$ cat src/rtl/load_store_unit.sv
// Load/store initiator for the data port of dual_port_mem_controller: one request at a time,
// word-aligned transactions with byte enables. Define LSU_TIMEOUT_EN to build the handshake watchdog.
module load_store_unit #(
    parameter int unsigned TIMEOUT_CYCLES = 16
) (
    input  logic        clk,
    input  logic        rst,
    input  logic        req_valid_in,
    output logic        req_ready_out,
    input  logic        req_is_store_in,
    input  logic [1:0]  req_size_in,
    input  logic        req_unsigned_in,
    input  logic [31:0] req_addr_in,
    input  logic [31:0] req_wdata_in,
    output logic        resp_valid_out,
    output logic [31:0] resp_rdata_out,
    output logic        resp_misaligned_out,
    output logic        resp_timeout_out,
    output logic [31:0] data_addr_out,
    output logic [31:0] data_wdata_out,
    output logic [3:0]  data_byte_en_out,
    output logic        data_read_en_out,
    output logic        data_write_en_out,
    output logic        data_valid_out,
    input  logic        data_ready_in,
    input  logic        data_rdata_valid_in,
    input  logic [31:0] data_rdata_in
);

    typedef enum logic [1:0] {
        S_IDLE  = 2'd0,
        S_REQ   = 2'd1,
        S_RDATA = 2'd2,
        S_RESP  = 2'd3
    } state_e;

    state_e      state_q, state_d;
    logic        ready_q;
    logic [31:0] addr_q;
    logic [1:0]  off_q;
    logic [1:0]  size_q;
    logic        uns_q;
    logic        store_q;
    logic [31:0] wdata_q;
    logic [3:0]  be_q;
    logic        data_valid_q, read_en_q, write_en_q;
    logic [3:0]  byte_en_q;
    logic        resp_valid_q, resp_mis_q, resp_to_q;
    logic [31:0] resp_rdata_q;

    logic        accept_s, misaligned_s, timeout_s, store_n_s;
    logic [3:0]  be_s, be_n_s;
    logic [31:0] wdata_s, resp_rdata_d;
    logic        resp_mis_d, resp_to_d;

    function automatic logic [31:0] load_extract(input logic [31:0] word, input logic [1:0] off,
                                                 input logic [1:0] size, input logic uns);
        logic [31:0] sh;
        logic [31:0] res;
        sh = word >> {off, 3'b000};
        case (size)
            2'd0:    res = uns ? {24'h000000, sh[7:0]} : {{24{sh[7]}}, sh[7:0]};
            2'd1:    res = uns ? {16'h0000, sh[15:0]} : {{16{sh[15]}}, sh[15:0]};
            default: res = word;
        endcase
        return res;
    endfunction

    // Decode the incoming request: lane enables, replicated write data, alignment.
    always_comb begin
        be_s         = 4'b1111;
        wdata_s      = req_wdata_in;
        misaligned_s = 1'b0;
        case (req_size_in)
            2'd0: begin
                be_s         = 4'b0001 << req_addr_in[1:0];
                wdata_s      = {4{req_wdata_in[7:0]}};
                misaligned_s = 1'b0;
            end
            2'd1: begin
                be_s         = 4'b0011 << req_addr_in[1:0];
                wdata_s      = {2{req_wdata_in[15:0]}};
                misaligned_s = req_addr_in[0];
            end
            default: begin
                be_s         = 4'b1111;
                wdata_s      = req_wdata_in;
                misaligned_s = (req_addr_in[1:0] != 2'b00);
            end
        endcase
    end

`ifdef LSU_TIMEOUT_EN
    localparam int unsigned CNT_W = (TIMEOUT_CYCLES > 1) ? $clog2(TIMEOUT_CYCLES) : 1;
    localparam logic [CNT_W-1:0] CNT_LAST = CNT_W'(TIMEOUT_CYCLES - 1);
    logic [CNT_W-1:0] cnt_q;

    // Watchdog: restarts on every accepted request, counts REQ and RDATA cycles.
    always_ff @(posedge clk) begin
        if (!rst) begin
            cnt_q <= {CNT_W{1'b0}};
        end else if (accept_s) begin
            cnt_q <= {CNT_W{1'b0}};
        end else if (state_q == S_REQ || state_q == S_RDATA) begin
            cnt_q <= cnt_q + CNT_W'(1);
        end else begin
            cnt_q <= cnt_q;
        end
    end

    assign timeout_s = (state_q == S_REQ || state_q == S_RDATA) && (cnt_q == CNT_LAST);
`else
    assign timeout_s = 1'b0;
`endif

    // Next-state logic and one-cycle response payload.
    always_comb begin
        state_d      = state_q;
        accept_s     = 1'b0;
        resp_rdata_d = 32'h0000_0000;
        resp_mis_d   = 1'b0;
        resp_to_d    = 1'b0;
        case (state_q)
            S_IDLE: begin
                if (ready_q && req_valid_in) begin
                    accept_s = 1'b1;
                    if (misaligned_s) begin
                        state_d    = S_RESP;
                        resp_mis_d = 1'b1;
                    end else begin
                        state_d = S_REQ;
                    end
                end else begin
                    state_d = S_IDLE;
                end
            end
            S_REQ: begin
                if (data_ready_in) begin
                    if (store_q) begin
                        state_d = S_RESP;
                    end else if (data_rdata_valid_in) begin
                        state_d      = S_RESP;
                        resp_rdata_d = load_extract(data_rdata_in, off_q, size_q, uns_q);
                    end else begin
                        state_d = S_RDATA;
                    end
                end else if (timeout_s) begin
                    state_d   = S_RESP;
                    resp_to_d = 1'b1;
                end else begin
                    state_d = S_REQ;
                end
            end
            S_RDATA: begin
                if (data_rdata_valid_in) begin
                    state_d      = S_RESP;
                    resp_rdata_d = load_extract(data_rdata_in, off_q, size_q, uns_q);
                end else if (timeout_s) begin
                    state_d   = S_RESP;
                    resp_to_d = 1'b1;
                end else begin
                    state_d = S_RDATA;
                end
            end
            S_RESP:  state_d = S_IDLE;
            default: state_d = S_IDLE;
        endcase
        if (accept_s) begin
            store_n_s = req_is_store_in;
            be_n_s    = be_s;
        end else begin
            store_n_s = store_q;
            be_n_s    = be_q;
        end
    end

    // State, request latch and registered port outputs.
    always_ff @(posedge clk) begin
        if (!rst) begin
            state_q      <= S_IDLE;
            ready_q      <= 1'b0;
            addr_q       <= 32'h0000_0000;
            off_q        <= 2'b00;
            size_q       <= 2'b00;
            uns_q        <= 1'b0;
            store_q      <= 1'b0;
            wdata_q      <= 32'h0000_0000;
            be_q         <= 4'b0000;
            data_valid_q <= 1'b0;
            read_en_q    <= 1'b0;
            write_en_q   <= 1'b0;
            byte_en_q    <= 4'b0000;
            resp_valid_q <= 1'b0;
            resp_rdata_q <= 32'h0000_0000;
            resp_mis_q   <= 1'b0;
            resp_to_q    <= 1'b0;
        end else begin
            state_q <= state_d;
            ready_q <= (state_d == S_IDLE);
            if (accept_s) begin
                addr_q  <= {req_addr_in[31:2], 2'b00};
                off_q   <= req_addr_in[1:0];
                size_q  <= req_size_in;
                uns_q   <= req_unsigned_in;
                store_q <= req_is_store_in;
                wdata_q <= wdata_s;
                be_q    <= be_s;
            end
            data_valid_q <= (state_d == S_REQ);
            read_en_q    <= (state_d == S_REQ) && !store_n_s;
            write_en_q   <= (state_d == S_REQ) && store_n_s;
            byte_en_q    <= (state_d == S_REQ) ? be_n_s : 4'b0000;
            resp_valid_q <= (state_d == S_RESP);
            resp_rdata_q <= resp_rdata_d;
            resp_mis_q   <= resp_mis_d;
            resp_to_q    <= resp_to_d;
        end
    end

    assign req_ready_out       = ready_q;
    assign resp_valid_out      = resp_valid_q;
    assign resp_rdata_out      = resp_rdata_q;
    assign resp_misaligned_out = resp_mis_q;
    assign resp_timeout_out    = resp_to_q;
    assign data_addr_out       = addr_q;
    assign data_wdata_out      = wdata_q;
    assign data_byte_en_out    = byte_en_q;
    assign data_read_en_out    = read_en_q;
    assign data_write_en_out   = write_en_q;
    assign data_valid_out      = data_valid_q;

endmodule

$ cat config.mk
export PLATFORM = sky130hd
export DESIGN_NAME = load_store_unit
export DESIGN_NICKNAME = d
export VERILOG_FILES = /design/src/rtl/load_store_unit.sv
export SDC_FILE = /design/constraint.sdc
export NUM_CORES = 1
export LEC_CHECK = 0
export ABC_AREA = 1
export CAP_MARGIN = 30
export CORE_MARGIN = 3
export CORE_UTILIZATION = 39
export DETAILED_ROUTE_END_ITERATION = 8
export MAX_ROUTING_LAYER = met4
export PLACE_DENSITY = 0.84
export SETUP_SLACK_MARGIN = 0.15
export SLEW_MARGIN = 20
export SYNTH_ARGS = -nofsm -noshare
export SYNTH_HDL_FRONTEND = slang
export SYNTH_SLANG_ARGS = --single-unit
$ cat constraint.sdc
create_clock -name clk -period 1.45 [get_ports clk]
set_clock_uncertainty 0.2 [all_clocks]
set_input_delay 0.29 -clock clk [delete_from_list [all_inputs] [get_ports clk]]
set_output_delay 0.29 -clock clk [all_outputs]
set_load 0.02 [all_outputs]
==> flow_summary.json, run 1 <==
{
  "status": "finished, violations left",
  "violations": "negative setup slack",
  "clk_latency_ps": 420,
  "period_needed_ps": 1760,
  "timing.critical_path.mode_cell": "buf_12",
  "grt_pass1_wl_microns": 28700,
  "fin_area_sq_um": 9820,
  "finalWirelength_microns": 25400,
  "num_vias": 6568,
  "cts_tree": "done",
  "grt_antenna_before_repair": 0,
  "core.rowCount": 40,
  "period_share": 1.21,
  "use_met3": 0.0902,
  "postSynthCellCount": 709,
  "report.final.slew_viol_count": 0,
  "nNetsFinal": 1111,
  "dieArea_sq_um": 14200,
  "crit_buf_inv": 3,
  "path_cells": "inv_2 > ha_4 > nand3_4 > buf_12 > nor2_4 > buf_12 > nand2_1 > a31oi_1",
  "cts_sinks": 116,
  "cp.arrival_ps": 1880,
  "initialDrtViolationCount": 794,
  "fp.dieW_microns": 119,
  "hpwl_microns": 12500,
  "synth_edf_count": 0,
  "holdBufCountCts": 0,
  "drc_errors": 0,
  "leakagePower_nw": 4.26,
  "fmax_mhz": 570,
  "rrSetupSlack_ps": -310,
  "yosys_warnings": 0,
  "required_ps": 1570,
  "port_buffers": 208,
  "synthFlopType": "dfxtp_1",
  "wl_per_cell_microns": 21.5,
  "vias_per_cell": 5.55,
  "placed_cells": 1094,
  "core_sq_um": 12300,
  "drv_cap": 0,
  "mostFrequentLayoutCells": "173 x nand2_1, 108 x buf_6, 105 x dfxtp_2",
  "clkSlewWorstSetupHoldPaths_ps": 50,
  "critical_path.max_fanout": 16,
  "h-tree-depth": 4,
  "whs_ps": 237,
  "r2r_end": "data_wdata_out[27]",
  "antennaDiodeCount": 0,
  "min_to": "data_addr_out[2]",
  "ys_seq_area_frac": 0.463,
  "cts.path.max_buffers": 2,
  "ys_top_cells_by_area": "dfxtp_1 46%, nand2_1 16%, a21oi_1 10%, inv_1 4.8%, nor2_1 4.2%",
  "grt_use_met2": 0.448,
  "endpoint_kind": "flop",
  "tns_ps": -16860,
  "finalSetupViolCount": 116,
  "critical_path_class": "flop to flop",
  "synthArstFlopShare": 0,
  "layout.cells.non_filler": 1184,
  "grt_busiest_layer": "met2",
  "hp-class": "input pin to flop",
  "worst_ir_drop_vdd_mv": 0.883,
  "critPathMaxStageDelay_ps": 330,
  "met1_usage": 0.283,
  "gp_congestion": 0.889,
  "final_common_cell": "nand2_1",
  "fill_cells": 680,
  "start_util": 0.409,
  "grt_pass1_vias": 5736,
  "critPathTopFamily": "buffers and inverters",
  "root_buffer": "clkbuf_16",
  "path_depth": 8,
  "yosysTopAreaCell": "dfxtp_1",
  "dr.pass1.iters": 5,
  "finalWorstSetupSlack_ps": -306,
  "die_h_microns": 119,
  "min_from": "req_addr_in[2]",
  "drive_gt1_frac": 0.503,
  "startpoint_type": "flop",
  "hold_violations": 0,
  "power_w": 0.0102,
  "grt_max_degree": 41,
  "cts_inserted_buffers": 17,
  "grt_overflow": 0,
  "antenna_left": 0,
  "avgSynthCellArea_sq_um": 7.07,
  "rsz0062_at_grt": "yes",
  "grtUsageTotal": 0.263,
  "synth_cell_types": 34,
  "powerDensity_nw_per_um2": 1040,
  "num_io_pins": 212,
  "yosys.area.top_type_share": 0.463,
  "hold_depth": 3,
  "netlist_area_sq_um": 5010,
  "slowest_stage": "dfxtp_2",
  "place_area_sq_um": 7760,
  "ff2ff_path_depth": 8,
  "rr_startpoint": "state_q[1]",
  "syn2layout_area_growth_pct": 96.0,
  "synth-seq-cells": 116
}
## flip-flops by register name (all words and copies together), names as in the netlist, 2 cells and up
register,cells
resp_rdata_out,32
size_q,2
data_addr_out,30
be_q,4
off_q,2
data_byte_en_out,4
data_wdata_out,32
state_q,2
## metrics by stage
stage | worst slack [ps] | utilization
6_report | -306 | 0.801
4_1_cts | -142 | 0.719
3_5_place_dp | -455 | 0.633
2_1_floorplan | -43.4 | -
3_3_place_gp | -397 | 0.633
5_1_grt | -356 | 0.801
## layer usage
layer  up-vias  wire [microns]
li1       2841               -
met5         -               0
met3       161            2810
met2       525           12200
met1      3041            8630
met4         0            1750
## power breakdown
group / internal, W / switching [W] / leakage (nW)
Combinational: 0.00115 / 0.00123 / 2.98
Sequential: 0.00335 / 0.000136 / 0.994
Clock: 0.00277 / 0.00154 / 0.290
## worst min-delay path, delay by kind of cell
kind / cells / cell delay [ps]
buf+inv: 1 / 390
simple gates: 1 / 70
compound gates: 1 / 60
## cell type report
cell class / count / area [sq um] / area share
tap: 168 / 210 / 0.0214
multi-input combinational: 480 / 2780 / 0.284
inverter: 72 / 304 / 0.0310
timing repair buffer: 313 / 3420 / 0.348
timing repair inverter: 3 / 41.3 / 0.00420
clock inverter: 10 / 130 / 0.0133
clock buffer: 22 / 464 / 0.0473
sequential: 116 / 2460 / 0.251
## how the worst max path moves through the flow
stage | startpoint | to
6_report | state_q[1] | data_wdata_out[27]
5_1_grt | state_q[1] | data_wdata_out[20]
4_1_cts | state_q[0] | resp_rdata_out[18]
3_5_place_dp | req_valid_in | data_write_en_out
3_3_place_gp | req_valid_in | data_write_en_out
2_1_floorplan | state_q[1] | resp_rdata_out[23]
## Yosys cell counts (4+ instances only)
| library cell | number |
|---|---|
| inv_1 | 64 |
| buf_6 | 4 |
| o21ai_0 | 28 |
| a21oi_1 | 103 |
| inv_2 | 4 |
| nor2_1 | 56 |
| nand3_1 | 30 |
| a31oi_1 | 8 |
| clkbuf_1 | 16 |
| o22ai_1 | 8 |
| buf_4 | 5 |
| buf_2 | 17 |
| dfxtp_1 | 116 |
| nand2_1 | 218 |
## kinds of logic (layout without fill, tap and decap cells)
logic type / count (synthesis) / count (layout) / synth area share
DFF: 116 / 116 / 0.463
other: 1 / 3 / 0.000748
and+or+nand+nor: 317 / 318 / 0.261
adders and majority gates: 3 / 3 / 0.00749
AOI/OAI and AO/OA: 156 / 156 / 0.164
buffers and inverters: 116 / 420 / 0.103
## what timing repair did
item                                   4_1_cts  5_1_grt
gates resized for setup                    747      140
gates cloned                                 2       17
setup endpoints to repair                  219      220
setup buffers                               13       26
endpoints found under the hold margin        0        0
pin swaps                                   13       16
Power figures use the tool's default switching activity.
==> run 2: changes to the inputs <==
--- a/config.mk
+++ b/config.mk
@@ -11,7 +11,7 @@
 export CORE_UTILIZATION = 39
 export DETAILED_ROUTE_END_ITERATION = 8
 export MAX_ROUTING_LAYER = met4
-export PLACE_DENSITY = 0.84
+export PLACE_DENSITY_LB_ADDON = 0.12
 export SETUP_SLACK_MARGIN = 0.15
 export SLEW_MARGIN = 20
 export SYNTH_ARGS = -nofsm -noshare
==> flow_summary.json, run 2 (synthesized netlist as in run 1, its figures left out) <==
{
  "start_util": 0.409,
  "pre_cts_ws_ps": -450,
  "num_vias": 5786,
  "whs_ps": 220,
  "tightest_slew_ps": 596,
  "finalWirelength_microns": 18900,
  "cts_inserted_buffers": 17,
  "status": "finished, violations left",
  "path_cells": "inv_2 > ha_4 > nand3_4 > buf_4 > buf_12 > nand2_4 > nand3_4 > nor2_1",
  "rr_startpoint": "state_q[0]",
  "antennaDiodeCount": 0,
  "num_io_pins": 212,
  "critical_path_class": "flop to flop",
  "hold_violations": 0,
  "vias_per_cell": 4.97,
  "leakagePower_nw": 4.12,
  "min_to": "data_addr_out[20]",
  "r2r_end": "data_byte_en_out[2]",
  "slew_headroom": 0.602,
  "fin_area_sq_um": 9510,
  "rsz0062_at_grt": "yes",
  "h-tree-depth": 4,
  "root_buffer": "clkbuf_16",
  "grtUsageTotal": 0.239,
  "ff2ff_path_depth": 8,
  "cts.path.max_buffers": 2,
  "clk_latency_ps": 420,
  "drv_cap": 0,
  "core_sq_um": 12300,
  "endpoint_kind": "flop",
  "critical_path.max_fanout": 17,
  "dieArea_sq_um": 14200,
  "grt_max_degree": 51,
  "period_needed_ps": 1680,
  "min_from": "req_addr_in[20]",
  "grt_pass1_wl_microns": 26500,
  "port_buffers": 208,
  "drive_gt1_frac": 0.473,
  "powerDensity_nw_per_um2": 996,
  "worstSetupStartpoint": "state_q[0]",
  "fp.dieW_microns": 119,
  "startpoint_type": "flop",
  "mostFrequentLayoutCells": "181 x nand2_1, 111 x buf_6, 106 x dfxtp_2",
  "required_ps": 1600,
  "place_area_sq_um": 7700,
  "rrSetupSlack_ps": -230,
  "cts_tree": "done",
  "die_h_microns": 119,
  "crit_buf_inv": 3,
  "initialDrtViolationCount": 575,
  "syn2layout_area_growth_pct": 89.7,
  "hold_depth": 3,
  "clkSlewWorstSetupHoldPaths_ps": 60,
  "final_common_cell": "nand2_1",
  "violations": "negative setup slack",
  "grt_pass1_vias": 5540,
  "cts_sinks": 116,
  "drc_errors": 0,
  "grt_overflow": 0,
  "fmax_mhz": 596,
  "cp.arrival_ps": 1830,
  "core.rowCount": 40,
  "dr.pass1.iters": 5,
  "gp_congestion": 0.874,
  "report.final.slew_viol_count": 0,
  "hpwl_microns": 12100,
  "grt_antenna_before_repair": 0,
  "period_share": 1.16,
  "finalWorstSetupSlack_ps": -229,
  "worst_ir_drop_vdd_mv": 0.729,
  "hp-class": "input pin to flop",
  "antenna_left": 0,
  "wl_per_cell_microns": 16.2,
  "tns_ps": -16320,
  "critPathTopFamily": "simple AND/OR/NAND/NOR gates",
  "holdBufCountCts": 0,
  "utilization": 0.775,
  "timing.critical_path.mode_cell": "nand3_4",
  "nNetsFinal": 1091,
  "critPathMaxStageDelay_ps": 330,
  "slowest_stage": "dfxtp_2",
  "finalSetupViolCount": 115
}
run 2: cell count changes in the layout (fill, tap and decap cells not counted), moves of 4 or more:
| cell | previous run | this run |
|---|---|---|
| nand2_2 | 36 | 14 |
| nand2_4 | 12 | 26 |
| nor2_2 | 18 | 6 |
| nor2_4 | 10 | 22 |
| nand2_1 | 173 | 181 |
| buf_4 | 71 | 64 |
| clkbuf_16 | 28 | 22 |
| o21ai_1 | 3 | 9 |
| buf_8 | 5 | 0 |
| a21oi_1 | 66 | 70 |
| a21oi_2 | 40 | 36 |
| buf_12 | 14 | 10 |
run 2: worst max-delay path by stage:
stage	to	slack [ps]	cells past startpoint
final	data_byte_en_out[2]	-230	8
after CTS	data_addr_out[3]	-160	7
after global routing	data_read_en_out	-290	9
after global placement	data_read_en_out	-420	6
after detailed placement	data_read_en_out	-450	6
after floorplan	resp_rdata_out[23]	-40	9
run 2: timing repair:
action | 4_1_cts | 5_1_grt
gates cloned | 0 | 8
buffers inserted | 13 | 17
pin swaps | 21 | 32
endpoints found under the setup margin | 220 | 220
endpoints found under the hold margin | 0 | 0
resized for setup | 742 | 146
run 2: final cells by class:
| class | instances | area (sq um) |
|---|---|---|
| Inverter | 72 | 312 |
| Sequential cell | 116 | 2460 |
| Clock inverter | 13 | 110 |
| Fill cell | 854 | 2760 |
| Clock buffer | 19 | 443 |
| Tap cell | 168 | 210 |
| Multi-Input combinational cell | 479 | 2820 |
| Timing Repair Buffer | 294 | 3100 |
| Timing Repair inverter | 3 | 52.6 |
run 2: worst reg2reg max path, cell delays in order (launching register included):
cell	delay, ps
dfxtp_2	330
inv_2	80
ha_4	150
nand3_4	140
buf_4	200
buf_12	150
nand2_4	100
nand3_4	120
nor2_1	130
run 2: routing by layer:
metal / vias to the layer above / wire (microns) / global-route usage
met1: 2697 / 7350 / 0.271
met3: 44 / 1420 / 0.0764
met4: 0 / 439 / 0.0866
met2: 244 / 9670 / 0.396
met5: - / 0 / -
li1: 2801 / - / -
run 2: through the flow:
stage / total power (W) / instances
finish: 0.00947 / 1164
global route: 0.00982 / 1164
CTS: 0.00919 / 1140
detailed placement: 0.00517 / 1095
global placement: 0.00515 / 1095
floorplan: 0.00441 / 711
run 2: report_power, final:
part	internal [W]	switching [W]
clock network	0.00239	0.00156
registers	0.00335	0.000111
logic	0.000980	0.00107
==> run 3: changes to the inputs <==
--- a/config.mk
+++ b/config.mk
@@ -10,6 +10,7 @@
 export CORE_MARGIN = 3
 export CORE_UTILIZATION = 39
 export DETAILED_ROUTE_END_ITERATION = 8
+export HOLD_SLACK_MARGIN = 0.02
 export MAX_ROUTING_LAYER = met4
 export PLACE_DENSITY_LB_ADDON = 0.12
 export SETUP_SLACK_MARGIN = 0.15
==> results of run 3 <==
Final layout, timing and power as in run 2 (identical DEF).
==> patch: new RTL, config.mk and constraints of run 2 <==
Encoding of `state_e`: now Gray code (2 bits for 4 states).
--- a/src/rtl/load_store_unit.sv
+++ b/src/rtl/load_store_unit.sv
@@ -28,10 +28,10 @@
 );
 
     typedef enum logic [1:0] {
-        S_IDLE  = 2'd0,
-        S_REQ   = 2'd1,
-        S_RDATA = 2'd2,
-        S_RESP  = 2'd3
+        S_IDLE  = 2'b00,
+        S_REQ   = 2'b01,
+        S_RDATA = 2'b11,
+        S_RESP  = 2'b10
     } state_e;
 
     state_e      state_q, state_d;
Formal check against the unedited RTL: no difference found for any inputs over 4 cycles, from zero or initial values and one cycle with rst low; so few cycles prove little.
==> patch against run 2 <==
- the run still ends with setup timing left
- sequential cell count is the same
- final area is 10% higher
- synthesized area rose by 0.75%
- core utilization grew 7.6 points
- worst setup slack better by 54 ps
- routed wire length up 21%
- power rose by 16%
- maximum frequency is 3.3% higher
==> patch: results <==
export IMPL_grt_pass1_wl_um=28880
export IMPL_antenna_found_initial=1
export IMPL_drive_gt1_frac=0.5633
export IMPL_netlist_top_cells_count="147 x nand2_1, 116 x dfxtp_1, 110 x nor2_1"
export IMPL_total_power_mw=11.01
export IMPL_n_fill_cell=626
export IMPL_gp_congestion=0.9469
export IMPL_pwr_share_seq=0.325
export IMPL_grtUsageMet3=0.06927
export IMPL_finish_net_count=1088
export IMPL_hold_start="data_rdata_in[15]"
export IMPL_dpl_hpwl_um=12080
export IMPL_grtUsageTotal=0.2583
export IMPL_vdd_drop_max_mv=0.8682
export IMPL_antennaDiodeCount=1
export IMPL_reg2reg_to="data_addr_out[17]"
export IMPL_nMultiInputCombCells=476
export IMPL_grt_pass1_vias=5757
export IMPL_dr_wl_met2_um=12090
export IMPL_seq_area_um2=2465
export IMPL_crit_start="state_q[1]"
export IMPL_drt_wl_total_um=22800
export IMPL_leakage_nw=4.412
export IMPL_whs_path_depth=5
export IMPL_wl_met1_um=8301
export IMPL_swShare=0.2943
export IMPL_ys_seq_area_frac=0.4600
export IMPL_cp_top_family="buffers and inverters"
export IMPL_drtIter0Drc=718
export IMPL_pg_clk_mw=4.36
export IMPL_crit_arrival_ps=1740
export IMPL_status="finished with violations"
export IMPL_use_met1=0.2942
export IMPL_failed_checks="setup timing"
export IMPL_nClkBuffers=21
export IMPL_buffers=338
export IMPL_fin_ws_ps=-174.6
export IMPL_place_ws_ps=-485.8
export IMPL_num_vias=6340
export IMPL_wl_met3_um=1707
export IMPL_cp_max_fo=7
export IMPL_synth_area_top_cells="dfxtp_1 46%, nand2_1 11%, nor2_1 8.2%"
export IMPL_setup_viol=113
export IMPL_clockBufferDepth=2
export IMPL_n_all_inverters=34
export IMPL_multi_input_area_share=0.3115
==> patch: logic make-up after synthesis <==
logic type      synth area share
simple gates              0.2647
flops                     0.4600
buf+inv                  0.08079
compound gates            0.1938
other cells            0.0007428
==> patch: repair_timing <==
| item | CTS | global route |
|---|---|---|
| gates resized for setup | 838 | 189 |
| cloned | 6 | 10 |
| setup buffers | 16 | 38 |
| hold buffers | 0 | 0 |
| setup endpoints to repair | 219 | 220 |
| pin swaps | 22 | 58 |
==> patch: through the flow <==
| step | cells | cell area (um2) | TNS, ps | hold slack (ps) |
|---|---|---|---|---|
| finish | 1165 | 10480 | -8285 | 192.6 |
| global route | 1165 | 10480 | -15030 | 211.1 |
| CTS | 1116 | 9218 | -1386 | 248.0 |
| detailed placement | 1062 | 7679 | -45510 | 253.0 |
| global placement | 1062 | 7679 | -42940 | 247.0 |
| floorplan | 671 | 5116 | 0 | 224.9 |
